**config.mk**
```make
export PLATFORM = sky130hd
export DESIGN_NAME = bidirectional_piso_flat
export DESIGN_NICKNAME = d
export VERILOG_FILES = /design/src/rtl/bidirectional_piso_pkg.sv /design/src/rtl/bidirectional_piso_if.sv /design/src/rtl/bidirectional_piso.sv /design/src/flat_wrapper.sv
export SDC_FILE = /design/constraint.sdc
export NUM_CORES = 1
export LEC_CHECK = 0
export BUFFER_PORTS_ARGS = -buffer_cell sky130_fd_sc_hd__buf_2
export CAP_MARGIN = 10
export CORE_AREA = 4 4 41 43
export CTS_CLUSTER_DIAMETER = 100
export DETAILED_ROUTE_END_ITERATION = 8
export DIE_AREA = 0 0 45 47
export SYNTH_ARGS = -nofsm -noshare
export SYNTH_HDL_FRONTEND = slang
export SYNTH_SLANG_ARGS = --single-unit
```
**constraint.sdc**
```tcl
create_clock -name clk -period 3.1 [get_ports clk]
set_input_delay 0 -clock clk [delete_from_list [all_inputs] [get_ports clk]]
set_output_delay 0 -clock clk [all_outputs]
set_load 0.1 [all_outputs]
```
**src/rtl/bidirectional_piso_pkg.sv**
```systemverilog
// bidirectional_piso shared types: FSM state encoding and shift-direction
// constants, shared with bidirectional_reg users.
package bidirectional_piso_pkg;

  typedef logic [0:0] state_t;

  localparam state_t IDLE  = 1'b0;
  localparam state_t SHIFT = 1'b1;

  typedef logic dir_t;

  // 0 pairs with the receiver's left shift, 1 with its right shift.
  localparam dir_t DIR_MSB_FIRST = 1'b0;
  localparam dir_t DIR_LSB_FIRST = 1'b1;

endpackage

```
**src/rtl/bidirectional_piso_if.sv**
```systemverilog
// bidirectional_piso bus: load handshake (valid/ready/data/dir), shift
// enable, and the serial stream outputs (q/q_valid/last/busy).
interface bidirectional_piso_if
  import bidirectional_piso_pkg::*;
#(
  parameter int MSB = 4
) ();

  logic           en;
  logic           load_valid;
  logic           load_ready;
  logic [MSB-1:0] load_data;
  dir_t           load_dir;
  logic           q;
  logic           q_valid;
  logic           last;
  logic           busy;

  modport master (
    output en,
    output load_valid,
    input  load_ready,
    output load_data,
    output load_dir,
    input  q,
    input  q_valid,
    input  last,
    input  busy
  );

  modport slave (
    input  en,
    input  load_valid,
    output load_ready,
    input  load_data,
    input  load_dir,
    output q,
    output q_valid,
    output last,
    output busy
  );

endinterface

```
**src/rtl/bidirectional_piso.sv**
```systemverilog
// Parallel-in serial-out shifter, MSB- or LSB-first per loaded word.
// Ports: clk, rst (sync, active-high), bus (slave: load handshake, en, q/q_valid/last/busy).
module bidirectional_piso
  import bidirectional_piso_pkg::*;
#(
  parameter int MSB = 4
) (
  input logic               clk,
  input logic               rst,
  bidirectional_piso_if.slave bus
);

  localparam int CW = $clog2(MSB + 1);

  state_t         state;
  logic [MSB-1:0] shreg;
  dir_t           dir_q;
  logic [CW-1:0]  cnt;
  logic           q_r;
  logic           q_valid_r;
  logic           last_r;
  logic           fin;

  // Final bit of the word goes out on this enabled cycle.
  assign fin = (cnt == CW'(1));

  always_ff @(posedge clk) begin
    if (rst) begin
      state     <= IDLE;
      shreg     <= '0;
      dir_q     <= DIR_MSB_FIRST;
      cnt       <= '0;
      q_r       <= 1'b0;
      q_valid_r <= 1'b0;
      last_r    <= 1'b0;
    end else begin
      unique case (state)
        IDLE: begin
          q_valid_r <= 1'b0;
          last_r    <= 1'b0;
          if (bus.load_valid) begin
            shreg <= bus.load_data;
            dir_q <= bus.load_dir;
            cnt   <= CW'(MSB);
            state <= SHIFT;
          end
        end
        SHIFT: begin
          if (bus.en) begin
            q_valid_r <= 1'b1;
            cnt       <= cnt - CW'(1);
            last_r    <= fin;
            if (dir_q == DIR_LSB_FIRST) begin
              q_r   <= shreg[0];
              shreg <= {1'b0, shreg[MSB-1:1]};
            end else begin
              q_r   <= shreg[MSB-1];
              shreg <= {shreg[MSB-2:0], 1'b0};
            end
            if (fin) begin
              state <= IDLE;
            end
          end else begin
            q_valid_r <= 1'b0;
            last_r    <= 1'b0;
          end
        end
      endcase
    end
  end

  assign bus.load_ready = (state == IDLE);
  assign bus.busy       = (state == SHIFT);
  assign bus.q          = q_r;
  assign bus.q_valid    = q_valid_r;
  assign bus.last       = last_r;

  // last is only ever a qualifier on a valid bit.
  a_last_valid : assert property (
    @(posedge clk) disable iff (rst)
    last_r |-> q_valid_r
  );

  // Counter must never be zero while a word is in flight.
  a_cnt_nz : assert property (
    @(posedge clk) disable iff (rst)
    (state == SHIFT) |-> (cnt != '0)
  );

endmodule

```
**src/flat_wrapper.sv**
```systemverilog
// flat-port wrapper written by rule: the top's interface ports become plain ports
module bidirectional_piso_flat import bidirectional_piso_pkg::*;
#(
  parameter int MSB = 4
)
  (clk, rst, bus_en, bus_load_valid, bus_load_ready, bus_load_data, bus_load_dir, bus_q, bus_q_valid, bus_last, bus_busy);
  bidirectional_piso_if #(.MSB(MSB)) bus_i ();
  input logic clk;
  input logic rst;
  input wire logic [$bits(bus_i.en)-1:0] bus_en;
  input wire logic [$bits(bus_i.load_valid)-1:0] bus_load_valid;
  output wire logic [$bits(bus_i.load_ready)-1:0] bus_load_ready;
  input wire logic [$bits(bus_i.load_data)-1:0] bus_load_data;
  input wire logic [$bits(bus_i.load_dir)-1:0] bus_load_dir;
  output wire logic [$bits(bus_i.q)-1:0] bus_q;
  output wire logic [$bits(bus_i.q_valid)-1:0] bus_q_valid;
  output wire logic [$bits(bus_i.last)-1:0] bus_last;
  output wire logic [$bits(bus_i.busy)-1:0] bus_busy;
  assign bus_i.en = bus_en;
  assign bus_i.load_valid = bus_load_valid;
  assign bus_load_ready = bus_i.load_ready;
  assign bus_i.load_data = bus_load_data;
  assign bus_i.load_dir = bus_load_dir;
  assign bus_q = bus_i.q;
  assign bus_q_valid = bus_i.q_valid;
  assign bus_last = bus_i.last;
  assign bus_busy = bus_i.busy;
  bidirectional_piso #(.MSB(MSB)) u_core (.clk(clk), .rst(rst), .bus(bus_i));
endmodule
```
Word level (Yosys, flattened, before mapping)

Index checks and enable logic that the tools add are counted.

Equality and inequality tests: 3
$add $sub $neg: 1
Reductions and logical operators: 3
Multiplexer cells: 16
Bitwise logic cells: 1

Operator list:

| kind                                                                   | number |
|---|---|
| 4-bit 2-to-1 mux                                                       | 3 |
| 4-bit one-hot mux with 2 select lines                                  | 1 |
| 1-bit 2-to-1 mux                                                       | 6 |
| 3-bit 2-to-1 mux                                                       | 2 |
| 1-bit one-hot mux with 2 select lines                                  | 3 |
| 3-bit one-hot mux with 2 select lines                                  | 1 |
| 2-bit AND reduction                                                    | 3 |
| 2-bit != test (second input constant)                                  | 2 |
| 3-bit by 1-bit equality test with 1-bit output (second input constant) | 1 |
| 3-bit by 1-bit subtractor with 3-bit output (second input constant)    | 1 |
| 1-bit inverter                                                         | 1 |

Register bits: 12
Output and inout bits: 5
Input port bits: 9

Logic depth before layout (Yosys ltp)

Gate-level depths: netlist (run 1).

Depth after elaboration: 4
Mapped depth: 5
Mapped depth without buffers: 5

Least setup slack after synthesis (run 1)

No wires, ideal clock.

Path type: flip-flop to flip-flop
Start: register u_core.state (netlist: u_core.bus.busy)
End: register u_core.cnt[2]
Clock period less this slack: 1.766 ns
Buffers on the path: 1
Arrival: 1.678 ns
Data required time: 3.012 ns
Path slack: 1.334 ns
Stages on the path, launching flop included: 5
Cells stage by stage: dfxtp_1 > and2_1 > buf_6 > a211oi_2 > a311oi_2

Cells in the longest elaborated chain, start to end: 3
Elaborated cells on any way between the ends: 5

Ends and longest elaborated chain:

| element                              | RTL line                 | RTL |
|---|---|---|
| start: declaration                   | bidirectional_piso.sv:15 | `state_t state;` |
| start signal: assignment             | bidirectional_piso.sv:29 | `state <= IDLE;` |
| start signal: assignment             | bidirectional_piso.sv:45 | `state <= SHIFT;` |
| start signal: assignment             | bidirectional_piso.sv:61 | `state <= IDLE;` |
| 1-bit inverter                       | bidirectional_piso.sv:37 | `unique case (state)` |
| 2-bit != test (no source line)       | n/a                      |  |
| 2-bit AND reduction (no source line) | n/a                      |  |
| end signal: assignment               | bidirectional_piso.sv:44 | `cnt <= CW'(MSB);` |
| end signal: assignment               | bidirectional_piso.sv:51 | `cnt <= cnt - CW'(1);` |
| end: declaration                     | bidirectional_piso.sv:18 | `logic [CW-1:0] cnt;` |

Parallel ways exist; a longest one is shown, timed or not.
A chain may end at the register's enable or synchronous reset.

Worst setup path after layout (run 1)

Same ends and word-level chain as after synthesis.

==> results.json, run 1 <==
{
  "max_slew_margin_pct": 61.98,
  "drt-pass1-iter-count": 4,
  "start_kind": "flop",
  "comb_power_share_pct": 18.8,
  "tritoncts": "done",
  "grt_pass1_wl_um": 1662,
  "drt_iter0_drc": 7,
  "rows": 13,
  "run_status": "finished, final reports clean",
  "leakage_nw": 0.2747,
  "clk_latency_ns": 0.27,
  "cts_root_buffer": "clkbuf_4",
  "hold_viol": 0,
  "cp-end-kind": "flop",
  "coreArea_mm2": 0.001301,
  "path_cells": "and2_1 -> a211oi_2 -> a311oi_2",
  "ctsResizeCount": 0,
  "vias_per_cell": 5.000,
  "holdWs_ns": 0.01514,
  "start_util_pct": 41.35,
  "grt_remaining_overflow": 0,
  "ant_nets": 0,
  "post_cts_buffers": 0,
  "numClockSinks": 12,
  "grt_max_degree": 13,
  "yosysMostFrequentCell": "dfxtp_1",
  "switching_share_pct": 29.19,
  "finalSetupViolations": 0,
  "vias": 445,
  "grt_pass1_vias": 374,
  "drive_above_1_share_pct": 28.38,
  "slew_violations": 0,
  "ys_async_sr_fraction_pct": 0,
  "io_buffers": 13,
  "tns_ns": 0,
  "place_hpwl_um": 724.8,
  "area_growth_pct": 25.12,
  "cap_violations": 0,
  "ys_ff_latch": 12,
  "fin_area_um2": 673.1,
  "p_sw_w": 0.0001064,
  "cts_buffers": 3,
  "postPlaceCellArea_um2": 596.8,
  "skew_ns": 0.003675,
  "crit_family": "flip-flops",
  "synth_edf_count": 0,
  "yosysSeqAreaShare_pct": 44.65,
  "netlist_instances": 57,
  "synthTopCellsByCount": "dfxtp_1, nand2_1, a21oi_1, nor2_1",
  "syn-mean-instance-area_um2": 9.439,
  "cts.path.max_buffers": 2,
  "worstMarginPinSlew_ns": 0.5691,
  "fill_cells": 136,
  "top_layer": "met4",
  "hp-class": "input pin to flop",
  "wl_met3_um": 76,
  "grt_usage_pct": 11.59,
  "max_freq_mhz": 763.9,
  "wl_met1_um": 481,
  "synth-main-ff-cell": "dfxtp_1",
  "cp.required_ns": 3.29,
  "drc": 0,
  "synth.area.top_cells": "dfxtp_1, mux2i_1, a21oi_1, ha_1, mux2_2",
  "yosysWarningCount": 0,
  "layout_setup_ws_ns": 1.791,
  "netlist.area_leader.share_pct": 44.65,
  "num_io_pins": 14,
  "fp.dieW_um": 45,
  "cp_slowest_stage_delay_ns": 0.43,
  "crit_fanout": 10,
  "pwr-share-clk_pct": 34.2,
  "synth_nets": 68,
  "worst_path_max_delay_cell": "dfxtp_1",
  "fin_util_pct": 51.73,
  "synth.largest_area_cell": "dfxtp_1",
  "irDropWorstVdd_v": 0.0003724,
  "nets": 86,
  "pre_cts_slack_ns": 1.806,
  "worstPathArrival_ns": 1.50,
  "min_period_over_period_pct": 42.23,
  "num_antenna_cells": 0,
  "antenna_found_initial": 0,
  "dieArea_mm2": 0.002115,
  "routedWlPerCell_um": 11.74,
  "cp_num_buf_inv": 0,
  "gp_congestion": 0.7245,
  "pwr_density_cell_mw_per_mm2": 541.5,
  "rsz0062_at_grt": "false",
  "layout_min_cycle_time_ns": 1.309,
  "ys_types": 21,
  "p_int_w": 0.0002581,
  "fp.dieH_um": 47,
  "path_clk_slew_ns": 0.08,
  "crit_type": "flop to flop",
  "met2_length_um": 465,
  "seq_power_share_pct": 46.9,
  "netlist_area_um2": 538.0,
  "cts_max_level": 1,
  "wirelength_um": 1045
}
state kept, by name, summed over array words and instances (netlist names):
name	flops
u_core.bus.q_valid	1
u_core.cnt	3
u_core.dir_q	1
u_core.bus.busy	1
u_core.bus.q	1
u_core.bus.last	1
u_core.shreg	4
stage by stage:
| step | instances | power (W) |
|---|---|---|
| 3_5_place_dp | 81 | 0.0002394 |
| 6_report | 89 | 0.0003645 |
| 5_1_grt | 89 | 0.0003844 |
| 4_1_cts | 89 | 0.0003688 |
| 2_1_floorplan | 57 | 0.0002273 |
| 3_3_place_gp | 81 | 0.0002390 |
path summary, 6_finish.rpt:
check	start	to	slack, ns	cells past startpoint
setup / recovery	u_core.bus.busy$_SDFF_PP0_	u_core.cnt[2]$_SDFFE_PP0P_	1.79	3
hold / removal	bus_load_data[1]	u_core.shreg[1]$_SDFFE_PP0P_	0.02	3
setup reg to reg	u_core.bus.busy$_SDFF_PP0_	u_core.cnt[2]$_SDFFE_PP0P_	1.79	3
hold reg to reg	u_core.cnt[1]$_SDFFE_PP0P_	u_core.cnt[1]$_SDFFE_PP0P_	0.47	2
what timing repair did:
item	in CTS	in global routing
hold endpoints to repair	4	0
setup endpoints to repair	0	0
hold buffers	4	0
routing by layer:
metal	up-vias	global-route usage, %
met5	-	0
li1	229	-
met4	0	7.018
met2	12	15.54
met1	200	14.75
met3	4	5.747
power groups by stage:
stage	Clock (W)	Sequential [W]	Combinational [W]
detailed placement	0	0.000175	0.0000647
global route	0.000138	0.000173	0.0000741
global placement	0	0.000174	0.0000646
CTS	0.000129	0.000171	0.0000688
finish	0.000125	0.000171	0.0000686
floorplan	0	0.000189	0.0000385
cell families (layout without fill, tap and decap cells):
kind of cell / after synthesis / after routing / share of synthesized area [%]
AOI/OAI and AO/OA: 13 / 13 / 18.37
adders and majority gates: 2 / 2 / 4.650
buffers and inverters: 8 / 25 / 7.440
DFF: 12 / 12 / 44.65
muxes: 6 / 6 / 11.63
and+or+nand+nor: 16 / 16 / 13.26
final cells by class:
cell class / instances / area [um^2] / area share, %
Sequential cell: 12 / 240.2 / 35.69
Tap cell: 15 / 18.77 / 2.788
Timing Repair Buffer: 17 / 105.1 / 15.61
Clock buffer: 4 / 36.28 / 5.390
Inverter: 4 / 15.01 / 2.230
Multi-Input combinational cell: 37 / 257.7 / 38.29
tightest hold or removal path, stage by stage:
cell     delay, ns
buf_2         0.08
a22oi_1       0.07
a21oi_1       0.11
cells in the final DEF (no fill, tap or decap), types with 2 or more instances in the layout:
cell and n:
a22oi_1 2, inv_1 4, nand2_1 6, buf_2 13, a32oi_1 2, a21oi_1 5, dfxtp_1 12, clkbuf_4 3
nor2_1 5, dlygate4sd3_1 4, ha_1 2, mux2i_1 4, mux2_2 2, nand2b_1 2
Power figures use the tool's default switching activity.
==> run 2, diff against run 1 <==
--- a/config.mk
+++ b/config.mk
@@ -5,12 +5,14 @@
 export SDC_FILE = /design/constraint.sdc
 export NUM_CORES = 1
 export LEC_CHECK = 0
+export ABC_AREA = 1
 export BUFFER_PORTS_ARGS = -buffer_cell sky130_fd_sc_hd__buf_2
 export CAP_MARGIN = 10
 export CORE_AREA = 4 4 41 43
 export CTS_CLUSTER_DIAMETER = 100
 export DETAILED_ROUTE_END_ITERATION = 8
 export DIE_AREA = 0 0 45 47
+export PLACE_DENSITY = 0.67
 export SYNTH_ARGS = -nofsm -noshare
 export SYNTH_HDL_FRONTEND = slang
 export SYNTH_SLANG_ARGS = --single-unit
==> constraint.sdc (replaced) <==
create_clock -name clk -period 1.4 [get_ports clk]
set_input_delay 0 -clock clk [delete_from_list [all_inputs] [get_ports clk]]
set_output_delay 0 -clock clk [all_outputs]
set_load 0.1 [all_outputs]
==> run 2 against run 1 <==
Against the previous run:
- synthesized cell count is 42% higher
- first-iteration DRC count is 29% higher
- flip-flop and latch count stayed put
- global-route usage is 1.2 points higher
- sequential share of layout area is 0.80 points lower
- via count is 22% higher
- worst setup slack worse by 1.5 ns
- cell count is 28% higher
- cell area is 3.9% higher
- critical path depth is 1 lower
- largest power group unchanged
- die area stayed put
- area after synthesis is 7.0% higher
==> results.json, run 2 <==
{
  "run_status": "finished, final reports clean",
  "num_antenna_cells": 0,
  "clk_latency_ns": 0.27,
  "cp_slowest_stage_delay_ns": 0.42,
  "netlist_area_um2": 575.6,
  "skew_ns": 0.003872,
  "grt_pass1_wl_um": 1932,
  "pre_cts_slack_ns": 0.4385,
  "yosysWarningCount": 0,
  "cp.required_ns": 1.40,
  "crit_type": "flop to output pin",
  "yosysMostFrequentCell": "nand2_1",
  "cap_violations": 0,
  "syn-mean-instance-area_um2": 7.106,
  "cts_root_buffer": "clkbuf_4",
  "synthTopCellsByCount": "nand2_1, dfxtp_1, inv_1, nand3_1, nor2_1",
  "grt_max_degree": 9,
  "p_int_w": 0.0005210,
  "seq_power_share_pct": 49.6,
  "yosysSeqAreaShare_pct": 41.74,
  "hp-class": "input pin to flop",
  "max_freq_mhz": 863.0,
  "area_growth_pct": 21.52,
  "routedWlPerCell_um": 10.38,
  "worst_path_max_delay_cell": "buf_2",
  "start_kind": "flop",
  "num_io_pins": 14,
  "coreArea_mm2": 0.001301,
  "numClockSinks": 12,
  "ys_types": 17,
  "drive_above_1_share_pct": 25.25,
  "path_cells": "inv_2 -> buf_2",
  "grt_pass1_vias": 468,
  "path_clk_slew_ns": 0.07,
  "grt_usage_pct": 12.79,
  "max_slew_margin_pct": 67.80,
  "layout_setup_ws_ns": 0.2413,
  "start_util_pct": 44.23,
  "worstMarginPinSlew_ns": 0.4863,
  "reg_top3": "u_core.shreg x4, u_core.cnt x3",
  "ant_nets": 0,
  "top_register": "u_core.shreg",
  "place_hpwl_um": 882.2,
  "min_period_over_period_pct": 82.76,
  "ys_async_sr_fraction_pct": 0,
  "grt_remaining_overflow": 0,
  "dieArea_mm2": 0.002115,
  "fin_area_um2": 699.4,
  "largest_reg_flops": 4,
  "dp.cells": 109,
  "vias_per_cell": 4.754,
  "power_w": 0.0007715,
  "layout_min_cycle_time_ns": 1.159,
  "synth.largest_area_cell": "dfxtp_1",
  "cp-end-kind": "output pin",
  "ctsResizeCount": 0,
  "hold_viol": 0,
  "cts_hold_buffers": 1,
  "synth-main-ff-cell": "dfxtp_1",
  "wirelength_um": 1183,
  "nets": 111,
  "drt-pass1-iter-count": 5,
  "synth_nets": 92,
  "layout_commonest_cell": "nand2_1",
  "fp.dieW_um": 45,
  "irDropWorstVdd_v": 0.0007322,
  "layout_common_cells": "nand2_1, buf_2, inv_1, dfxtp_1, nand3_1",
  "cts.path.max_buffers": 2,
  "slew_violations": 0,
  "instances_no_fill": 114,
  "pwr_density_cell_mw_per_mm2": 1103,
  "post_cts_buffers": 0,
  "pwr-share-clk_pct": 28.4,
  "rsz0062_at_grt": "false",
  "p_sw_w": 0.0002505,
  "cts_buffers": 3,
  "postPlaceCellArea_um2": 663.1,
  "switching_share_pct": 32.47,
  "drt_iter0_drc": 9,
  "vias": 542,
  "worstPathArrival_ns": 1.16,
  "gp_congestion": 0.7493,
  "comb_power_share_pct": 22.0,
  "finalSetupViolations": 0,
  "synth.area.top_cells": "dfxtp_1, nand2_1, nand3_1, inv_1, nor2_1",
  "tns_ns": 0,
  "io_buffers": 13,
  "netlist_instances": 81,
  "leakage_nw": 0.3640,
  "ys_ff_latch": 12,
  "fp.dieH_um": 47,
  "cts_max_level": 1,
  "antenna_found_initial": 0,
  "drc": 0,
  "tritoncts": "done",
  "netlist.area_leader.share_pct": 41.74,
  "rows": 13,
  "crit_fanout": 8,
  "synth_edf_count": 0
}
==> run 2: critical path: cells and delay by family (launching register included) <==
kind                   cells  cell delay (ns)
flip-flops                 1             0.38
buffers and inverters      2             0.50
==> run 2: kinds of logic after synthesis <==
logic type / count (synthesis) / synth area share (%)
AOI/OAI and AO/OA: 9 / 8.696
adders and majority gates: 2 / 4.347
buffers and inverters: 14 / 9.565
DFF: 12 / 41.74
and+or+nand+nor: 44 / 35.65
==> run 2: worst paths after layout <==
path | slack, ns | end | start | depth (start not counted)
max | 0.24 | bus_load_ready | u_core.bus.busy$_SDFF_PP0_ | 2
min | 0.009 | u_core.dir_q$_SDFFE_PP0P_ | bus_load_dir | 3
max reg2reg | 0.43 | u_core.cnt[2]$_SDFFE_PP0P_ | u_core.cnt[0]$_SDFFE_PP0P_ | 7
min reg2reg | 0.49 | u_core.cnt[0]$_SDFFE_PP0P_ | u_core.cnt[0]$_SDFFE_PP0P_ | 1
==> run 2: layout make-up <==
cell class              instances  area, um^2
multi-input cells              55       280.3
fillers                       137       601.8
repair buffers                 14       75.07
clock buffers                   4       26.28
inverters                      14       55.05
well taps                      15       18.77
flip-flops and latches         12       244.0
==> run 2: routing by layer <==
| metal | track usage [%] | part of all wire (%) | wire length (um) | up-vias |
|---|---|---|---|---|
| li1 | - | - | - | 295 |
| met1 | 17.78 | 50 | 596 | 234 |
| met2 | 17.80 | 42 | 498 | 11 |
| met3 | 2.299 | 6.3 | 75 | 2 |
| met4 | 8.772 | 1.1 | 13 | 0 |
| met5 | 0 | 0 | 0 | - |
==> run 2: power by group through the flow <==
stage                     Combinational (W)  Sequential [W]  Clock [W]
after floorplan                   0.0000923        0.000424          0
after CTS                          0.000170        0.000382   0.000227
after global routing               0.000188        0.000386   0.000238
after detailed placement           0.000167        0.000390          0
final                              0.000170        0.000382   0.000219
after global placement             0.000165        0.000390          0
==> run 2: through the flow <==
step           hold WS, ns  util, %
2_1_floorplan      0.06907        -
3_3_place_gp        0.2136    50.96
3_5_place_dp        0.2101    50.96
4_1_cts           0.003048    53.75
5_1_grt            0.01914    53.75
6_report          0.009166    53.75
